$ cat src/rtl/fifo_rd_stream_pkg.sv
// -----------------------------------------------------------------------------
// fifo_rd_stream_pkg
// Shared constants and helpers for the FIFO read-side stream adapter.
// Holds the prefetch depth and the pointer/occupancy widths used by both the
// control logic in fifo_rd_stream and the slot storage in fifo_rd_slots.
// -----------------------------------------------------------------------------
package fifo_rd_stream_pkg;

    // Number of prefetch slots; sized to cover the one-cycle FIFO read latency
    // while still sustaining one word per cycle without a ready->rd_en path.
    localparam int PREFETCH_DEPTH = 3;

    // Slot index width (0..2) and occupancy width (0..3).
    localparam int PTR_WIDTH = 2;
    localparam int OCC_WIDTH = 2;

    typedef logic [PTR_WIDTH-1:0] ptr_t;
    typedef logic [OCC_WIDTH-1:0] occ_t;

    // Advance a slot pointer, wrapping from the last slot back to slot 0.
    function automatic ptr_t ptr_inc(input ptr_t p);
        ptr_t r;
        if (p == ptr_t'(PREFETCH_DEPTH - 1)) begin
            r = '0;
        end else begin
            r = p + ptr_t'(1);
        end
        return r;
    endfunction

endpackage : fifo_rd_stream_pkg

$ cat src/rtl/fifo_rd_slots.sv
// -----------------------------------------------------------------------------
// fifo_rd_slots
// Prefetch storage for fifo_rd_stream: a small register file with one
// synchronous write port (landing data at the tail) and one asynchronous read
// port (head of the buffer, driven straight onto the stream payload).
// Contents are not reset; the control logic never presents a slot it has not
// written since reset.
// -----------------------------------------------------------------------------
module fifo_rd_slots
    import fifo_rd_stream_pkg::*;
#(
    parameter int DATA_WIDTH = 32
) (
    input  logic                  i_clk,
    input  logic                  i_wr_en,
    input  ptr_t                  i_wr_ptr,
    input  logic [DATA_WIDTH-1:0] i_wr_data,
    input  ptr_t                  i_rd_ptr,
    output logic [DATA_WIDTH-1:0] o_rd_data
);

    logic [DATA_WIDTH-1:0] r_slot [PREFETCH_DEPTH];

    // Capture the landing word into the tail slot.
    always_ff @(posedge i_clk) begin
        if (i_wr_en) begin
            r_slot[i_wr_ptr] <= i_wr_data;
        end
    end

    // Head slot is read combinationally; its source is a register, so the
    // payload is glitch-free with respect to the consumer's ready.
    assign o_rd_data = r_slot[i_rd_ptr];

endmodule : fifo_rd_slots

$ cat src/rtl/fifo_rd_stream.sv
// -----------------------------------------------------------------------------
// fifo_rd_stream
// Read-side adapter for a FIFO with a registered read port (data returns one
// cycle after the read strobe). A three-slot prefetch buffer hides that
// latency and presents a valid/ready stream at one word per cycle.
//
// The read strobe is computed only from local registers and i_fifo_empty, so
// there is no combinational path from i_out_ready to o_fifo_rd_en. A read is
// issued only while buffered + in-flight words leave a free slot, which
// guarantees every returning word has somewhere to land.
//
// Optional feature macro: FIFO_RD_STREAM_CNT_EN
//   defined   : o_xfer_cnt counts accepted words, wrapping at 2^CNT_WIDTH.
//   undefined : no counter register, o_xfer_cnt is tied to zero.
//
// The upstream FIFO must share i_rst_n so that words in flight at reset are
// discarded on both sides together.
// -----------------------------------------------------------------------------
module fifo_rd_stream
    import fifo_rd_stream_pkg::*;
#(
    parameter int DATA_WIDTH = 32,
    parameter int CNT_WIDTH  = 16
) (
    input  logic                  i_clk,
    input  logic                  i_rst_n,
    input  logic                  i_fifo_empty,
    output logic                  o_fifo_rd_en,
    input  logic [DATA_WIDTH-1:0] i_fifo_dout,
    output logic                  o_out_valid,
    output logic [DATA_WIDTH-1:0] o_out_data,
    input  logic                  i_out_ready,
    output logic [CNT_WIDTH-1:0]  o_xfer_cnt
);

    logic                  r_inflight;
    occ_t                  r_count;
    ptr_t                  r_head;
    ptr_t                  r_tail;

    logic [OCC_WIDTH:0]    w_occupancy;
    logic                  w_rd_en;
    logic                  w_out_valid;
    logic                  w_pop;
    logic [DATA_WIDTH-1:0] w_head_data;

    // Words already buffered plus the one (at most) still returning from the FIFO.
    always_comb begin
        w_occupancy = {1'b0, r_count} + {{OCC_WIDTH{1'b0}}, r_inflight};
    end

    // Issue a read when the FIFO has data and a slot is guaranteed free on landing.
    always_comb begin
        w_rd_en = i_rst_n & ~i_fifo_empty
                & (w_occupancy < (OCC_WIDTH+1)'(PREFETCH_DEPTH));
    end

    // Stream handshake; ready with an empty buffer does not pop.
    always_comb begin
        w_out_valid = (r_count != '0);
        w_pop       = w_out_valid & i_out_ready;
    end

    // Track the outstanding FIFO read so its data is sampled exactly once.
    always_ff @(posedge i_clk or negedge i_rst_n) begin
        if (!i_rst_n) begin
            r_inflight <= 1'b0;
        end else begin
            r_inflight <= w_rd_en;
        end
    end

    // Tail advances whenever returning data lands in the buffer.
    always_ff @(posedge i_clk or negedge i_rst_n) begin
        if (!i_rst_n) begin
            r_tail <= '0;
        end else if (r_inflight) begin
            r_tail <= ptr_inc(r_tail);
        end
    end

    // Head advances on every accepted transfer.
    always_ff @(posedge i_clk or negedge i_rst_n) begin
        if (!i_rst_n) begin
            r_head <= '0;
        end else if (w_pop) begin
            r_head <= ptr_inc(r_head);
        end
    end

    // Occupancy: +1 on landing, -1 on pop; land and pop together cancel.
    always_ff @(posedge i_clk or negedge i_rst_n) begin
        if (!i_rst_n) begin
            r_count <= '0;
        end else begin
            r_count <= r_count + occ_t'(r_inflight) - occ_t'(w_pop);
        end
    end

    fifo_rd_slots #(
        .DATA_WIDTH (DATA_WIDTH)
    ) u_slots (
        .i_clk      (i_clk),
        .i_wr_en    (r_inflight),
        .i_wr_ptr   (r_tail),
        .i_wr_data  (i_fifo_dout),
        .i_rd_ptr   (r_head),
        .o_rd_data  (w_head_data)
    );

`ifdef FIFO_RD_STREAM_CNT_EN
    logic [CNT_WIDTH-1:0] r_xfer_cnt;

    // Count accepted words; wraps naturally at the counter width.
    always_ff @(posedge i_clk or negedge i_rst_n) begin
        if (!i_rst_n) begin
            r_xfer_cnt <= '0;
        end else if (w_pop) begin
            r_xfer_cnt <= r_xfer_cnt + CNT_WIDTH'(1);
        end
    end

    assign o_xfer_cnt = r_xfer_cnt;
`else
    assign o_xfer_cnt = '0;
`endif

    assign o_fifo_rd_en = w_rd_en;
    assign o_out_valid  = w_out_valid;
    assign o_out_data   = w_head_data;

endmodule : fifo_rd_stream
$ cat config.mk
export PLATFORM = sky130hd
export DESIGN_NAME = fifo_rd_stream
export DESIGN_NICKNAME = d
export VERILOG_FILES = /design/src/rtl/fifo_rd_stream_pkg.sv /design/src/rtl/fifo_rd_slots.sv /design/src/rtl/fifo_rd_stream.sv
export SDC_FILE = /design/constraint.sdc
export NUM_CORES = 1
export LEC_CHECK = 0
export BUFFER_PORTS_ARGS = -buffer_cell sky130_fd_sc_hd__buf_2
export CAP_MARGIN = 30
export CELL_PAD_IN_SITES_DETAIL_PLACEMENT = 0
export CELL_PAD_IN_SITES_GLOBAL_PLACEMENT = 1
export CORE_MARGIN = 2
export CORE_UTILIZATION = 48
export CTS_CLUSTER_DIAMETER = 100
export DETAILED_ROUTE_END_ITERATION = 10
export MAX_ROUTING_LAYER = met4
export PLACE_DENSITY_LB_ADDON = 0.1
export SLEW_MARGIN = 20
export SYNTH_ARGS = -nofsm -noshare
export SYNTH_HDL_FRONTEND = slang
export SYNTH_SLANG_ARGS = --single-unit
$ cat constraint.sdc
create_clock -name i_clk -period 8 [get_ports i_clk]
set_input_delay 1.2 -clock i_clk [delete_from_list [all_inputs] [get_ports i_clk]]
set_output_delay 1.2 -clock i_clk [all_outputs]
set_load 0.05 [all_outputs]
* After elaboration in Yosys (flattened, before gate mapping)
Memory sizes are Yosys's and may differ from the RTL's.
Cells that the tools add are included.
Widths: inputs -> output; s select.
** Storage, ports and cells
- Input port bits :: 36
- Logic and storage cells :: 22
- Bits in writable memories :: 96
- Flip-flop bits (word level) :: 7
- Memories kept :: 1
** Operators by class
- $lt $le $gt $ge :: 1
- Bitwise gates (word level) :: 4
- Equality and inequality tests :: 2
- Reductions and logical operators :: 1
- Muxes and demuxes :: 4
- $add $sub $neg :: 5
** Memory list
- u_slots.r_slot :: words 3, bits a word 32, rd ports 1, clocked after memory_dff 0, write ports 1, line fifo_rd_slots.sv:22 : logic [DATA_WIDTH-1:0] r_slot [PREFETCH_DEPTH];
** Operator list (count)
- $add 2x1->2 const B :: 2
- $eq 2x2->1 const B :: 2
- $mux 2 :: 2
- $add 2x1->3 :: 1
- $and 1x1->1 :: 3
- $lt 3x2->1 const B :: 1
- $add 2x1->2 :: 1
- $mux 1 :: 2
- $reduce_bool 2->1 :: 1
- $sub 2x1->2 :: 1
- $not 1->1 :: 1

* Longest topological paths before layout
Gate-level depths: netlist of the first run.
- Depth after elaboration :: 3
- Gate-level depth with buffers :: 7
- Mapped depth without buffers :: 7

* Modules after synthesis
From an unflattened synthesis of the first run, not the netlist that was laid out.
** Unflattened totals
- Cell total of the unflattened synthesis :: 251
- Area total of the unflattened synthesis :: 4091.4 µm²
** By module, submodules not included
- fifo_rd_slots :: times used 1, cells an instance 206, area an instance 3622.2 µm²
- fifo_rd_stream :: times used 1, cells an instance 45, area an instance 469.2 µm²

* Least setup slack after synthesis of the first run
OpenSTA, ideal clock, no wires.
- Path kind :: input port to output port
- Start :: input port i_rst_n
- End :: output port o_fifo_rd_en
- Data required time :: 6.800 ns
- Cell stages on the path :: 2
- Path slack :: 3.051 ns
- Data arrival time :: 3.749 ns
- Cell sequence :: inv_1 -> a2111oi_0
** On the way
- Longest elaborated chain between the ends :: 2
** RTL lines
- from (decl) :: line fifo_rd_stream.sv:26 : input logic i_rst_n,
- $and 1x1->1 :: line fifo_rd_stream.sv:54 : w_rd_en = i_rst_n & ~i_fifo_empty
- $and 1x1->1 :: line fifo_rd_stream.sv:55 : & (w_occupancy < (OCC_WIDTH+1)'(PREFETCH_DEPTH));
- to (decl) :: line fifo_rd_stream.sv:28 : output logic o_fifo_rd_en,
Every way passes these cells.

* Worst setup path after layout of the first run
Same ends and word-level chain as after synthesis.

==> reports/metrics.cfg, run 1 <==
[logic_synthesis]
synth-edff-count = 96
synth.top_cell.area_share_pct = 71.0
syn_avg_cell_area_um2 = 16.2
ys_seq_area_share_pct = 75.3
synth_cell_types = 24
synthMuxAreaShare_pct = 8.69
yosysMostFrequentCell = edfxtp_1
synthAdderAreaFrac_pct = 1.23
netlist_instances = 251
synth_compound_area_share_pct = 4.47
synthArstFlopShare_pct = 6.80
ys_warn_count = 0
synth_top_family_by_area = multiplexers
syn-cell-area_mm2 = 0.00406
ys_top_cells_by_area = edfxtp_1 71%, mux2i_1 8.1%, dfrtp_1 4.3%, o21ai_1 3.6%, buf_4 3.1%
ys_ff_latch = 103
yosys.area_share.simple_pct = 3.98
synth_xor_area_share_pct = 0.431
synth_common_cells = 96 x edfxtp_1, 33 x mux2i_1, 33 x nand2_1
synth_ff_type = edfxtp_1
yosysTopAreaCell = edfxtp_1

[cts]
cts.sinks = 103
postCtsSetupBuffers = 0
cts_buffers = 9
clock_latency_ns = 0.36
cts_tree = done
ctsHoldBuffers = 0
cts_resized = 0
root_buffer = clkbuf_8
h-tree-depth = 3
cts_max_path_buffers = 2
clkSlewWorstSetupHoldPaths_ns = 0.10

[timing]
final.period_utilization_pct = 43.0
rsz0062_at_grt = false
slew_headroom_pct = 59.5
slew_violations = 0
finalHoldViolCount = 0
worst_pin_slew_ns = 0.606
post-route-min-period_ns = 3.44
setup-violations-final = 0
hold_slack_ns = 0.541
worst_clock_skew_ns = 0.0108
fin_setup_tns_ns = 0
timing.fmax_ghz = 0.291

[route]
routed_wl_mm = 6.07
ant_nets = 0
wl_per_cell_um = 13.9
vias_per_cell = 4.79
vias = 2083
drt_iter0_drc = 133
drc_errors = 0
dr.pass1.iters = 4

[setup_path]
reg2reg_depth = 7
arrival_ns = 2.24
path_cells = buf_2, inv_1, a2111oi_0, buf_2
max_stage_delay_ns = 0.45
worstSetupPathType = input port to output port
worstSetupStartpointType = input port
path_max_fanout = 8
reg2reg_slack_ns = 6.30
path_delay_family = buffers and inverters
critPathRequiredTime_ns = 6.80
rr_startpoint = r_count[1]$_DFF_PN0_
cpMaxStageDelayCell = a2111oi_0
worstSetupStartpoint = i_rst_n
cpMostUsedCell = buf_2
cp.depth = 4
worstPathBufferInverterCount = 3
cp-endpoint = o_fifo_rd_en
r2r_end = r_count[1]$_DFF_PN0_
cp-end-kind = output port

[cells_and_area]
final_nets = 365
insertedDiodeCount = 0
nFillCells = 687
syn2layout_area_growth_pct = 15.7
register_area_mm2 = 0.00306
multi_input_area_um2 = 841
drive_gt1_share_pct = 30.3
finish.utilization_pct = 57.2

[power_and_ir_drop]
ir_drop_mv = 0.166
cellPowerDensity_mw_per_mm2 = 383
total_leakage_power_nw = 1.79
p_total_w = 0.00180

[die]
placeableCoreArea_mm2 = 0.00822
ioPinCount = 86
fp.dieW_um = 96.0
die-area_mm2 = 0.00921
start_util_pct = 49.4
die_h_um = 96.0
rows = 33

[grt]
antenna_found_initial = 0
grt_max_degree = 38
gr-total-overflow = 0
grt_pass1_vias = 1987
track_usage_pct = 14.5
grt_pass1_wl_mm = 9.25

[status]
status = complete, no violations

[flow_run]
cap_violations = 0

[hold_path]
holdCritPathClass = register to register

[placed_design]
gp_congestion = 0.745
hpwlAfterDp_mm = 3.82
portBuffers = 69

-- kinds of logic after synthesis --
group / count (synthesis)
adders and majority gates: 4
DFF: 103
muxes: 35
xor gates and xnor gates: 2
other: 1
buffers and inverters: 32
and+or+nand+nor: 39
AOI/OAI and AO/OA: 35
-- metal layers --
metal	GRT usage [%]	routed length (µm)
met5	-	0
met4	7.50	95
met3	2.82	218
met2	24.6	3090
met1	16.5	2660
-- sequential cells by signal, summed over array words and instances, names as in the netlist --
name / flops
u_slots.r_slot: 96
r_tail: 2
r_inflight: 1
r_head: 2
r_count: 2
-- area by class of cell --
type	count	share of cell area [%]
Timing Repair Buffer	75	9.43
Multi-Input combinational cell	131	17.9
Tap cell	105	2.80
Inverter	5	0.400
Sequential cell	103	65.2
Clock inverter	7	1.68
Clock buffer	9	2.64
-- per-stage QoR --
stage | instances | cell area, µm² | worst slack, ns
floorplan | 266 | 4120 | 3.05
global placement | 416 | 4420 | 4.60
detailed placement | 419 | 4490 | 4.53
CTS | 435 | 4700 | 4.52
global route | 435 | 4700 | 4.45
finish | 435 | 4700 | 4.56
-- worst min-delay path by stage --
stage / slack [ns] / to / start / cells past startpoint
2_1_floorplan: 0.49 / r_tail[1]$_DFFE_PN0P_ / r_tail[1]$_DFFE_PN0P_ / 1
3_3_place_gp: 0.54 / r_count[1]$_DFF_PN0_ / r_count[1]$_DFF_PN0_ / 1
3_5_place_dp: 0.53 / r_count[1]$_DFF_PN0_ / r_count[1]$_DFF_PN0_ / 1
4_1_cts: 0.55 / r_count[1]$_DFF_PN0_ / r_count[1]$_DFF_PN0_ / 1
5_1_grt: 0.58 / r_count[1]$_DFF_PN0_ / r_count[1]$_DFF_PN0_ / 1
6_report: 0.54 / r_count[1]$_DFF_PN0_ / r_count[1]$_DFF_PN0_ / 1
-- report_power, final --
group          total [W]  internal [W]  leakage [nW]  switching, W
Clock           0.000320      0.000148        0.0977      0.000172
Combinational   0.000740      0.000205         0.737      0.000535
Sequential      0.000737      0.000667         0.955     0.0000698
-- cells in the final DEF (no fill, tap or decap) --
| cell type | count |
|---|---|
| nor2b_1 | 1 |
| o21ai_1 | 29 |
| mux2i_1 | 33 |
| conb_1 | 16 |
| buf_2 | 69 |
| nor2_2 | 1 |
| inv_1 | 5 |
| o21ai_0 | 4 |
| buf_12 | 1 |
| bufinv_16 | 1 |
| inv_8 | 1 |
| a21o_1 | 1 |
| mux2_2 | 2 |
| buf_4 | 3 |
| dfrtp_1 | 5 |
| dfrtp_2 | 2 |
| clkinv_4 | 1 |
| nor2_4 | 1 |
| xnor2_1 | 2 |
| a2111oi_0 | 1 |
| clkinvlp_4 | 2 |
| clkbuf_8 | 9 |
| edfxtp_1 | 96 |
| or2_2 | 1 |
| ha_1 | 4 |
| inv_6 | 1 |
| nand2_1 | 33 |
| nor3b_2 | 2 |
| buf_16 | 2 |
| clkinv_2 | 1 |
No activity file was read; power rests on OpenSTA's default activity.
==> run 2, diff against run 1 <==
- ABC_AREA: not set -> 1
- CORE_UTILIZATION: 48 -> 39
- clock period: 8 -> 3 ns (I/O delays scaled with it)
==> run 2 against run 1 <==
  * Area after synthesis grew 0.52%
  * Non-clock buffer count up 2
  * Power increased to 2.8 times the previous value
  * Register-to-register slack worse by 5.1 ns
  * Sequential power increased to 2.5 times the previous value
  * Clock-buffer cell count up 1
  * First-iteration DRC count down 32%
  * Clock skew fell by 0.0033 ns
  * Combinational power rose to 2.9 times the previous value
  * Critical path type is now register to output port
==> reports/metrics.cfg, run 2 <==
[logic_synthesis]
netlist_instances = 303
synth_cell_types = 16
yosysTopAreaCell = edfxtp_1
ys_seq_area_share_pct = 74.9
synth_common_cells = 96 x edfxtp_1, 76 x nand2_1, 69 x nand3_1
ys_warn_count = 0
syn_avg_cell_area_um2 = 13.5
ys_ff_latch = 103
yosysMostFrequentCell = edfxtp_1
synth.top_cell.area_share_pct = 70.6
synth-edff-count = 96
synth_ff_type = edfxtp_1
synthArstFlopShare_pct = 6.80
ys_top_cells_by_area = edfxtp_1 71%, nand3_1 8.5%, nand2_1 7.0%, dfrtp_1 4.3%, buf_4 2.9%
syn-cell-area_mm2 = 0.00408

[cells_and_area]
final_cells = 518
nFillCells = 954
top_register = u_slots.r_slot
final_nets = 416
drive_gt1_share_pct = 25.2
layout_commonest_cell = edfxtp_1
mostFrequentLayoutCells = 96 x edfxtp_1, 76 x nand2_1, 69 x nand3_1, 69 x buf_2, 16 x conb_1
syn2layout_area_growth_pct = 15.8
largest_register_ffs = 96

[power_and_ir_drop]
ir_drop_mv = 0.520
cellPowerDensity_mw_per_mm2 = 1050
pwr-share-seq_pct = 37.5
pwr-share-comb_pct = 43.6
p_sw_w = 0.00229
power_frac_clock_pct = 18.8
total_leakage_power_nw = 1.87
p_int_w = 0.00270
power_switching_share_pct = 45.9

[timing]
rsz0062_at_grt = false
setup-violations-final = 0
post-route-min-period_ns = 2.51
timing.fmax_ghz = 0.399
worst_clock_skew_ns = 0.00756
fin_setup_tns_ns = 0
slew_headroom_pct = 54.4
final.period_utilization_pct = 83.6
worst_pin_slew_ns = 0.684
finalHoldViolCount = 0
slew_violations = 0

[route]
wl_per_cell_um = 15.6
vias = 2420
wl_met2_mm = 3.98
ant_nets = 0
drt_iter0_drc = 91
routed-wl-met3_um = 389
dr.pass1.iters = 4
vias_per_cell = 4.67
drc_errors = 0
routed_wl_mm = 8.07
drt-met1-wl_mm = 3.56
top_layer = met4

[grt]
track_usage_pct = 15.2
grt_pass1_wl_mm = 12.1
grt_max_degree = 35
gr-total-overflow = 0
antenna_found_initial = 1
grt_pass1_vias = 2342

[die]
start_util_pct = 39.9
ioPinCount = 86
die-area_mm2 = 0.0113
placeableCoreArea_mm2 = 0.0102
die_h_um = 106
rows = 37
fp.dieW_um = 106

[cts]
cts_max_path_buffers = 2
cts.sinks = 103
clkSlewWorstSetupHoldPaths_ns = 0.09
cts_buffers = 9
h-tree-depth = 3
cts_tree = done
root_buffer = clkbuf_8
ctsHoldBuffers = 1
cts_resized = 0
postCtsSetupBuffers = 0
clock_latency_ns = 0.35

[setup_path]
path_max_fanout = 32
worstSetupPathType = register to output port
arrival_ns = 2.06
critPathRequiredTime_ns = 2.55
cp-end-kind = output port
worstSetupStartpoint = r_head[1]$_DFFE_PN0P_
worstSetupStartpointType = register
rr_startpoint = r_inflight$_DFF_PN0_

[placed_design]
placedCellCount = 500
gp_congestion = 0.754
hpwlAfterDp_mm = 4.91
portBuffers = 69

[hold_path]
hp-start = i_fifo_empty
holdCritPathClass = input port to register

[status]
status = complete, no violations

[flow_run]
cap_violations = 0

==> run 2: cell types whose count changed after synthesis, moves of 2 or more <==
cell      before  now
nor3b_1        2    0
buf_8          2    0
buf_6          1    8
xnor2_1        2    0
inv_1          5   12
nand3_1        0   69
mux2_2         2    0
o21ai_0        4    2
buf_2          4    6
nand2_1       33   76
mux2i_1       33    0
o21ai_1       29    0
clkbuf_1       2    0
==> run 2: cell type report <==
type	count	area, µm²	share of cell area, %
clock inverters	6	92.6	1.96
multi-input cells	172	802	17.0
flip-flops and latches	103	3060	64.8
inverters	13	48.8	1.03
clock buffers	10	128	2.70
repair buffers	77	420	8.90
diodes	1	2.50	0.0530
well taps	136	170	3.60
==> run 2: path summary, 6_finish.rpt <==
| path | to | slack (ns) | cells after the start |
|---|---|---|---|
| min | r_inflight$_DFF_PN0_ | 0.25 | 2 |
| max reg2reg | u_slots.r_slot[1][26]$_DFFE_PP_ | 1.23 | 3 |
| max | o_out_data[14] | 0.49 | 4 |
| max in group asynchronous | r_head[0]$_DFFE_PN0P_ | 2.33 | 2 |
| min in group asynchronous | r_inflight$_DFF_PN0_ | 0.47 | 2 |
| min reg2reg | r_count[1]$_DFF_PN0_ | 0.59 | 3 |
==> run 2: metal layers <==
layer	track usage, %	up-vias
met5	-	-
met4	5.55	0
li1	-	1186
met2	24.5	69
met3	3.56	11
met1	18.7	1154
==> run 2: power groups by stage <==
stage | Sequential, W | Clock [W] | Combinational (W)
CTS | 0.00187 | 0.000965 | 0.00221
detailed placement | 0.00190 | 0 | 0.00221
global placement | 0.00190 | 0 | 0.00220
floorplan | 0.00185 | 0 | 0.00179
global route | 0.00189 | 0.00102 | 0.00233
finish | 0.00187 | 0.000938 | 0.00217
==> run 2: stage by stage <==
| stage | power [W] | cell area, µm² | hold slack, ns | util, % | setup WS [ns] |
|---|---|---|---|---|---|
| after global placement | 0.00410 | 4490 | 0.313 | 43.9 | 0.894 |
| final | 0.00498 | 4720 | 0.248 | 46.2 | 0.493 |
| after global routing | 0.00524 | 4720 | 0.227 | 46.2 | 0.347 |
| after CTS | 0.00505 | 4720 | 0.232 | 46.2 | 0.461 |
| after detailed placement | 0.00411 | 4490 | 0.314 | 43.9 | 0.864 |
| after floorplan | 0.00365 | 4140 | 0.154 | - | 0.858 |
==> run 2: cells by family after synthesis <==
| family | after synthesis | share of synthesized area [%] |
|---|---|---|
| adders and majority gates | 4 | 1.23 |
| and+or+nand+nor | 150 | 16.4 |
| DFF | 103 | 74.9 |
| AOI/OAI and AO/OA | 2 | 0.245 |
| buffers and inverters | 43 | 7.08 |
| other | 1 | 0.0919 |
==> run 2: critical path: stages, from the launching register on <==
cell and delay (ns):
dfrtp_2 0.56, inv_2 0.55, nand3_1 0.14, nand3_1 0.17, buf_2 0.28
==> run 3, diff against run 2 <==
- ABC_AREA: 1 -> 0
- CORE_UTILIZATION: 39 -> 44
- clock period: 3 -> 2.6 ns (I/O delays scaled with it)
==> run 3 against run 2 <==
  * Non-clock buffer count did not move
  * Global-route usage shrank 1.3 points
  * Worst setup slack got worse by 0.30 ns
  * Sequential power grew 22%
  * Critical path depth unchanged
  * Largest power group is now registers
  * Power up 11%
  * Clock skew increased by 0.0013 ns
  * Hold slack got worse by 0.058 ns
  * Clock power up 2%
  * Register-to-register slack got worse by 0.35 ns
  * Flip-flop and latch count did not move
==> reports/metrics.cfg, run 3 (synthesis results as in run 1) <==
[cts]
cts_max_path_buffers = 2
postCtsSetupBuffers = 0
h-tree-depth = 3
cts_resized = 0
cts_tree = done
clock_latency_ns = 0.35
clkSlewWorstSetupHoldPaths_ns = 0.09
cts_buffers = 9
cts.sinks = 103
ctsHoldBuffers = 1
root_buffer = clkbuf_8

[power_and_ir_drop]
p_sw_w = 0.00239
pwr-share-seq_pct = 41.4
total_leakage_power_nw = 1.79
cellPowerDensity_mw_per_mm2 = 1170
ir_drop_mv = 0.569
power_switching_share_pct = 43.5
p_int_w = 0.00311
power_frac_clock_pct = 17.4
pwr-share-comb_pct = 41.1
p_total_w = 0.00550

[placed_design]
hpwlAfterDp_mm = 4.05
gp_congestion = 0.678
placedCellCount = 426
portBuffers = 69
placed_area_mm2 = 0.00449

[cells_and_area]
top_register = u_slots.r_slot
insertedDiodeCount = 0
syn2layout_area_growth_pct = 15.4
final_area_mm2 = 0.00469
drive_gt1_share_pct = 30.1
nFillCells = 780
multi_input_area_um2 = 860
register_area_mm2 = 0.00306
final_nets = 367
mostFrequentLayoutCells = 96 x edfxtp_1, 69 x buf_2, 33 x mux2i_1, 33 x nand2_1, 29 x o21ai_1
largest_register_ffs = 96
layout_commonest_cell = edfxtp_1
final_cells = 443

[setup_path]
path_max_fanout = 6
worstSetupStartpointType = register
max_stage_delay_ns = 0.45
cpMaxStageDelayCell = dfrtp_1
worstSetupPathType = register to output port
worstSetupStartpoint = r_inflight$_DFF_PN0_
rr_startpoint = r_tail[0]$_DFFE_PN0P_
cpMostUsedCell = ha_1
critPathRequiredTime_ns = 2.21
path_cells = ha_1, ha_1, a2111oi_2, buf_2
cp-end-kind = output port
arrival_ns = 2.02

[grt]
grt_pass1_wl_mm = 9.85
grt_max_degree = 38
busiest_layer = met2
grt_util_met1_pct = 17.4
grt_util_met2_pct = 21.4
track_usage_pct = 13.8
gr-total-overflow = 0
use_met3_pct = 3.48
antenna_found_initial = 0
grt_pass1_vias = 1975

[die]
fp.dieW_um = 100
placeableCoreArea_mm2 = 0.00911
die-area_mm2 = 0.0100
rows = 35
die_h_um = 100
ioPinCount = 86
start_util_pct = 44.6

[timing]
slew_violations = 0
setup-violations-final = 0
slew_headroom_pct = 59.8
fin_setup_tns_ns = 0
worst_pin_slew_ns = 0.601
final.period_utilization_pct = 92.6
timing.fmax_ghz = 0.415
worst_clock_skew_ns = 0.00882
finalHoldViolCount = 0
post-route-min-period_ns = 2.41
rsz0062_at_grt = false
hold_slack_ns = 0.190

[route]
drc_errors = 0
drt_iter0_drc = 121
dr.pass1.iters = 4
vias_per_cell = 4.80
ant_nets = 0
routed_wl_mm = 6.53
wl_per_cell_um = 14.7
vias = 2128

[hold_path]
hp-start = i_fifo_empty
holdCritPathClass = input port to register

[status]
status = complete, no violations

[flow_run]
cap_violations = 0

-- run 3: cell types whose count changed in the layout (fill, tap and decap cells not counted), sizes merged, moves of 4 or more --
cell | before | now
inv | 14 | 5
clkinv | 1 | 5
mux2i | 0 | 33
o21ai | 2 | 33
nand3 | 69 | 0
nand2 | 76 | 33
-- run 3: final timing paths --
path | slack [ns] | cells past startpoint | end
hold / removal | 0.19 | 2 | r_inflight$_DFF_PN0_
hold reg to reg | 0.54 | 1 | r_count[1]$_DFF_PN0_
setup / recovery | 0.19 | 4 | o_fifo_rd_en
min in group asynchronous | 0.41 | 2 | r_inflight$_DFF_PN0_
max in group asynchronous | 2.01 | 2 | r_head[1]$_DFFE_PN0P_
setup reg to reg | 0.88 | 3 | u_slots.r_slot[1][6]$_DFFE_PP_
-- run 3: routing by layer --
metal,up-vias,part of all wire (%)
met1,1017,46
li1,1040,-
met2,61,49
met5,-,0
met4,0,1.1
met3,10,4.2
-- run 3: per-stage QoR --
| step | util (%) | setup slack [ns] |
|---|---|---|
| 2_1_floorplan | - | 0.155 |
| 3_3_place_gp | 49.3 | 0.603 |
| 3_5_place_dp | 49.3 | 0.544 |
| 4_1_cts | 51.5 | 0.137 |
| 5_1_grt | 51.5 | 0.0644 |
| 6_report | 51.5 | 0.192 |
-- run 3: layout make-up --
cell class / instances / share of cell area, %
Sequential cell: 103 / 65.3
Multi-Input combinational cell: 131 / 18.3
Timing Repair Buffer: 77 / 8.97
Tap cell: 111 / 2.96
Clock buffer: 10 / 2.72
Clock inverter: 6 / 1.31
Inverter: 5 / 0.400
-- run 3: critical path: cells and delay by family (launching register included) --
family                   cells  cell delay, ns
flip-flops                   1            0.45
AO/OA/AOI/OAI                1            0.38
buffers and inverters        1            0.33
adder cells (fa/ha/maj)      2            0.50
-- run 3: power by group through the flow --
stage                     registers [W]  clock network [W]  logic [W]
after global placement          0.00232                  0    0.00228
after CTS                       0.00229           0.000996    0.00230
final                           0.00228           0.000958    0.00226
after detailed placement        0.00233                  0    0.00229
after floorplan                 0.00216                  0    0.00198
after global routing            0.00232            0.00106    0.00240
